File: config.mk
export PLATFORM = sky130hd
export DESIGN_NAME = segment_transition_ctl
export DESIGN_NICKNAME = d
export VERILOG_FILES = /design/src/rtl/segment_transition_ctl_pkg.sv /design/src/rtl/segment_transition_ctl_gpio_edge_detect.sv /design/src/rtl/segment_transition_ctl.sv
export SDC_FILE = /design/constraint.sdc
export NUM_CORES = 1
export LEC_CHECK = 0
export CORE_MARGIN = 2
export CORE_UTILIZATION = 49
export DETAILED_ROUTE_END_ITERATION = 12
export GPL_TIMING_DRIVEN = 0
export MAX_ROUTING_LAYER = met4
export PLACE_DENSITY = 0.9
export SYNTH_ARGS = -nofsm -noshare
export SYNTH_HDL_FRONTEND = slang
export SYNTH_HIERARCHICAL = 1
export SYNTH_SLANG_ARGS = --single-unit
export TNS_END_PERCENT = 5
File: constraint.sdc
create_clock -name CLK -period 3.4 [get_ports CLK]
set_input_delay 0.68 -clock CLK [delete_from_list [all_inputs] [get_ports CLK]]
set_output_delay 0.68 -clock CLK [all_outputs]
set_load 0.01 [all_outputs]
File: src/rtl/segment_transition_ctl_pkg.sv
// Shared types for the segment transition controller: transition modes and FSM states.
package segment_transition_ctl_pkg;

  localparam int unsigned NumSegment = 2;

  typedef enum logic [7:0] {
    TransitionModeSyncIdx = 8'h00,
    TransitionModeSysTime = 8'h01,
    TransitionModeGpio    = 8'h02
  } transition_mode_t;

  typedef enum logic [1:0] {
    StRun,
    StWaitSync,
    StWaitTime,
    StWaitGpio
  } segment_transition_state_t;

endpackage

File: src/rtl/segment_transition_ctl_gpio_edge_detect.sv
// Per-pin rising-edge detector against a registered copy of the inputs.
module gpio_edge_detect #(
  parameter int unsigned Width = 4
) (
  input  logic             clk_i,
  input  logic             rst_ni,
  input  logic [Width-1:0] gpio_i,
  output logic [Width-1:0] rise_o
);

  logic [Width-1:0] gpio_q;

  always_ff @(posedge clk_i or negedge rst_ni) begin
    if (!rst_ni) begin
      gpio_q <= '0;
    end else begin
      gpio_q <= gpio_i;
    end
  end

  assign rise_o = gpio_i & ~gpio_q;

endmodule

File: src/rtl/segment_transition_ctl.sv
// Holds a requested read segment until its transition condition fires, then swaps it in
// and tracks loop repetitions of the playing segment.
module segment_transition_ctl
  import segment_transition_ctl_pkg::*;
#(
  parameter int unsigned SysTimeWidth = 56,
  parameter int unsigned RepWidth     = 16,
  parameter int unsigned GpioWidth    = 4
) (
  input  logic                    CLK,
  input  logic                    RST_N,
  input  logic                    UPDATE,
  input  logic                    REQ_SEGMENT,
  input  logic [7:0]              TRANSITION_MODE,
  input  logic [63:0]             TRANSITION_VALUE,
  input  logic [RepWidth-1:0]     REP0,
  input  logic [RepWidth-1:0]     REP1,
  input  logic                    IDX_WRAP,
  input  logic [SysTimeWidth-1:0] SYS_TIME,
  input  logic [GpioWidth-1:0]    GPIO_IN,
  output logic                    SEGMENT,
  output logic                    SWITCHED,
  output logic                    PENDING,
  output logic                    STOP,
  output logic                    ERR_MODE
);

  localparam int unsigned GpioIdxW = (GpioWidth > 1) ? $clog2(GpioWidth) : 1;

  segment_transition_state_t state_q, state_d;
  logic                segment_q, segment_d;
  logic                req_seg_q, req_seg_d;
  logic [63:0]         value_q, value_d;
  logic [RepWidth-1:0] rep_pend_q, rep_pend_d;
  logic [RepWidth-1:0] rep_act_q, rep_act_d;
  logic [RepWidth-1:0] cnt_q, cnt_d;
  logic                stop_q, stop_d;
  logic                switched_q, switched_d;
  logic                pending_q, pending_d;
  logic                err_q, err_d;
  logic                do_switch;
  logic [GpioWidth-1:0] gpio_rise;
  logic                unused_value_hi;

  assign unused_value_hi = ^value_q[63:SysTimeWidth];

  gpio_edge_detect #(
    .Width (GpioWidth)
  ) u_gpio_edge (
    .clk_i  (CLK),
    .rst_ni (RST_N),
    .gpio_i (GPIO_IN),
    .rise_o (gpio_rise)
  );

  always_comb begin
    state_d    = state_q;
    segment_d  = segment_q;
    req_seg_d  = req_seg_q;
    value_d    = value_q;
    rep_pend_d = rep_pend_q;
    rep_act_d  = rep_act_q;
    cnt_d      = cnt_q;
    stop_d     = stop_q;
    switched_d = 1'b0;
    err_d      = 1'b0;
    do_switch  = 1'b0;

    unique case (state_q)
      StWaitSync: do_switch = IDX_WRAP;
      StWaitTime: do_switch = (SYS_TIME >= value_q[SysTimeWidth-1:0]);
      StWaitGpio: do_switch = gpio_rise[value_q[GpioIdxW-1:0]];
      default:    do_switch = 1'b0;
    endcase

    // Counter saturates at the repetition limit; all-ones means loop forever.
    if (IDX_WRAP) begin
      if (cnt_q == rep_act_q) begin
        if (rep_act_q != '1) begin
          stop_d = 1'b1;
        end
      end else begin
        cnt_d = cnt_q + 1'b1;
      end
    end

    if (UPDATE) begin
      req_seg_d  = REQ_SEGMENT;
      value_d    = TRANSITION_VALUE;
      rep_pend_d = REQ_SEGMENT ? REP1 : REP0;
      case (TRANSITION_MODE)
        TransitionModeSyncIdx: state_d = StWaitSync;
        TransitionModeSysTime: state_d = StWaitTime;
        TransitionModeGpio:    state_d = StWaitGpio;
        default: begin
          state_d = StRun;
          err_d   = 1'b1;
        end
      endcase
    end else if (do_switch) begin
      // Switch beats a same-cycle STOP-causing wrap.
      segment_d  = req_seg_q;
      switched_d = 1'b1;
      cnt_d      = '0;
      stop_d     = 1'b0;
      rep_act_d  = rep_pend_q;
      state_d    = StRun;
    end

    pending_d = (state_d != StRun);
  end

  always_ff @(posedge CLK or negedge RST_N) begin
    if (!RST_N) begin
      state_q    <= StRun;
      segment_q  <= 1'b0;
      req_seg_q  <= 1'b0;
      value_q    <= '0;
      rep_pend_q <= '1;
      rep_act_q  <= '1;
      cnt_q      <= '0;
      stop_q     <= 1'b0;
      switched_q <= 1'b0;
      pending_q  <= 1'b0;
      err_q      <= 1'b0;
    end else begin
      state_q    <= state_d;
      segment_q  <= segment_d;
      req_seg_q  <= req_seg_d;
      value_q    <= value_d;
      rep_pend_q <= rep_pend_d;
      rep_act_q  <= rep_act_d;
      cnt_q      <= cnt_d;
      stop_q     <= stop_d;
      switched_q <= switched_d;
      pending_q  <= pending_d;
      err_q      <= err_d;
    end
  end

  assign SEGMENT  = segment_q;
  assign SWITCHED = switched_q;
  assign PENDING  = pending_q;
  assign STOP     = stop_q;
  assign ERR_MODE = err_q;

endmodule
==> results.yml <==
drt:
  first_pass_iters: 4
  drt_iter0_markers: 324
  post_drt_wl_per_cell_um: 15.9
  via_count: 5122
  drt-total-wl_um: 15800
  postRouteAntennaNets: 0
  drc: 0
  viasPerCell: 5.15
clocking:
  cts_buffers: 17
  cts_sinks: 116
  cts_buffer_depth: 2
  cts_resized: 0
  postCtsHoldBufs: 0
  postCtsSetupBuffers: 0
  cts.htree.levels: 4
  cts_tree: "done"
  clk_transition_reported_paths_ns: 0.05
  cts_root_buf: "clkbuf_16"
  clk-insertion-delay-late_ns: 0.41
synthesis:
  synth_flop_cell: "dfrtp_1"
  synth_compound_area_share_pct: 11.3
  syn-num-nets: 853
  synth_area_per_cell_um2: 10.0
  synth_top_family_by_area: "simple AND/OR/NAND/NOR gates"
  synth_fa_ha_area_share_pct: 11.3
  synth_mux_area_share_pct: 7.11
  synth-edff-count: 0
  netlist_instances: 627
  yosys_register_bits: 116
  yosys.area_share.simple_pct: 13.9
  synth_top_area_cell: "dfrtp_1"
  async_flop_share_pct: 100
  synth_area_leaders: "dfrtp_1 33%, dfstp_2 13%, ha_1 11%, o21ai_0 5.2%, nand2_1 4.5%"
  synthDistinctLibCells: 46
  seq_area_frac_synth_pct: 46.7
  yosysWarningCount: 6
  synth_top_area_share_pct: 33.4
  synthXorXnorAreaFrac_pct: 4.45
  synth_area_mm2: 0.00630
sta:
  setup_viol: 0
  fin_crit_sh_pct: 95.6
  hold_viol: 0
  rsz0062_at_grt: "no"
  max_slew_margin_pct: 51.7
  clock_skew_ns: 0.00985
  clock.fmax_ghz: 0.308
  slew_viol_final: 0
  worst_pin_slew_ns: 0.725
  whs_ns: 0.282
  min_period_ns: 3.25
  setup_tns_ns: 0
global_routing:
  antenna_found_initial: 0
  met1_usage_pct: 28.5
  grtUsageMet3_pct: 5.98
  grt.busiest_layer: "met2"
  grt_pass1_wl_um: 26100
  gr-usage-all-layers_pct: 24.7
  grt_overflow: 0
  grt_max_degree: 70
  grt_pass1_vias: 5527
  use_met2_pct: 40.8
placed_design:
  portBuffers: 163
  dp_hpwl_um: 12000
  place_area_mm2: 0.00817
  gp_congestion: 0.860
layout:
  stdcell_area_mm2: 0.00874
  layout-drive-gt1-share_pct: 11.7
  nets: 1036
  areaGrowthSynthToFinish_pct: 38.7
  antenna_cells: 0
hold_path:
  holdCritPathClass: "input port to async pin"
floorplanning:
  fp-row-count: 41
  core_area_mm2: 0.0126
  start_util_pct: 50.1
  die_w_um: 117
  die_y_um: 117
  ios: 174
  dieArea_mm2: 0.0138
critical_path:
  cp_max_fo: 10
  critPathCaptureType: "flip-flop"
  crit_buf_inv: 3
  cp_slowest_cell: "clkdlybuf4s50_1"
  required_ns: 3.69
  cp.arrival_ns: 3.54
  worstSetupStartpointType: "input port"
  cp_cell_sequence: "clkdlybuf4s50_1 > inv_1 > ha_1 > nand2b_1 > a2111o_1 > a211oi_2 > o22ai_1 > a2111oi_4 > o22ai_4 > buf_6 > mux2_4"
  crit_type: "input port to flip-flop"
  cp_slowest_stage_delay_ns: 0.46
  critPathTopFamily: "compound AO/OA/AOI/OAI gates"
run_status:
  status: "finished clean"
power_and_ir_drop:
  vdd_drop_max_uv: 303
  p_per_area_mw_per_mm2: 482
  p_leak_nw: 3.95
run:
  cap_violations: 0
==> flip-flops by register name (all words and copies together) (netlist names) <==
register / count
STOP: 1
req_seg_q: 1
rep_pend_q: 16
state_q: 2
rep_act_q: 16
cnt_q: 16
ERR_MODE: 1
SWITCHED: 1
SEGMENT: 1
PENDING: 1
u_gpio_edge/gpio_q: 4
value_q: 56
==> cell usage in the layout (no fill, tap or decap), types with 8 or more instances in the layout <==
master and count:
a21oi_1 36, clkbuf_1 23, clkbuf_16 17, clkdlybuf4s50_1 162, dfrtp_1 84, dfstp_2 32
ha_1 57, inv_1 60, mux2_2 8, mux2_4 11, mux2i_1 17, nand2_1 75
nand3_1 9, nand4_1 19, nor2_1 42, nor3_1 8, o21ai_0 65, xnor2_1 11
xor2_1 21
==> layout make-up <==
class	instances	area (um2)
sequential	116	2940
clock inverter	5	50.0
buffer	22	105
fill	924	3830
tap	172	215
timing repair buffer	164	1660
clock buffer	27	503
inverter	60	225
multi-input combinational	429	3040
==> routing by layer <==
metal  share of wire (%)  vias to the layer above
met5                   0                        -
met4                 3.3                        0
met3                 4.8                       34
met2                  50                      145
met1                  42                     2427
li1                    -                     2516
==> synth_stat cells, drive strengths merged, types with 3 or more instances <==
library cell,count
mux2,19
dfstp,32
buf,5
ha,57
nor2,42
a211oi,3
nand2,75
nand4,19
nor3,9
nor2b,7
dfrtp,84
and3,4
mux2i,17
and4,4
xnor2,11
nor4,7
inv,60
clkbuf,17
a21oi,36
xor2,21
nand3,9
o21ai,66
==> cell families after synthesis <==
group / after synthesis
xor+xnor: 32
mux: 37
fa+ha+maj: 57
buf+inv: 82
compound gates: 120
flops: 116
simple gates: 183
==> path summary, 6_finish.rpt <==
| path | start | to | slack (ns) | cells past startpoint |
|---|---|---|---|---|
| max in group asynchronous | RST_N | rep_pend_q[11] | 2.33 | 2 |
| worst min-delay path | RST_N | SWITCHED | 0.28 | 1 |
| worst min register to register | rep_pend_q[3] | rep_pend_q[3] | 0.48 | 2 |
| worst max-delay path | SYS_TIME[0] | SEGMENT | 0.15 | 11 |
| worst max register to register | value_q[37] | SEGMENT | 0.51 | 10 |
| min in group CLK | rep_pend_q[3] | rep_pend_q[3] | 0.48 | 2 |
==> metrics by stage <==
stage | util (%) | instances | setup WS [ns] | power, mW
6_report | 69.6 | 995 | 0.151 | 4.22
5_1_grt | 69.6 | 995 | 0.00565 | 4.45
4_1_cts | 69.4 | 995 | 0.0313 | 4.25
3_5_place_dp | 65.0 | 963 | -0.385 | 2.57
3_3_place_gp | 64.8 | 962 | -2.67 | 2.52
2_1_floorplan | - | 627 | 0.525 | 2.18
==> where the power goes <==
part	leakage (nW)	switching (mW)	internal (mW)
Clock	0.275	0.580	1.08
Sequential	1.37	0.136	1.59
Combinational	2.30	0.383	0.454
Total	3.95	1.10	3.12
Note: power is estimated with default switching activity, not from simulation.
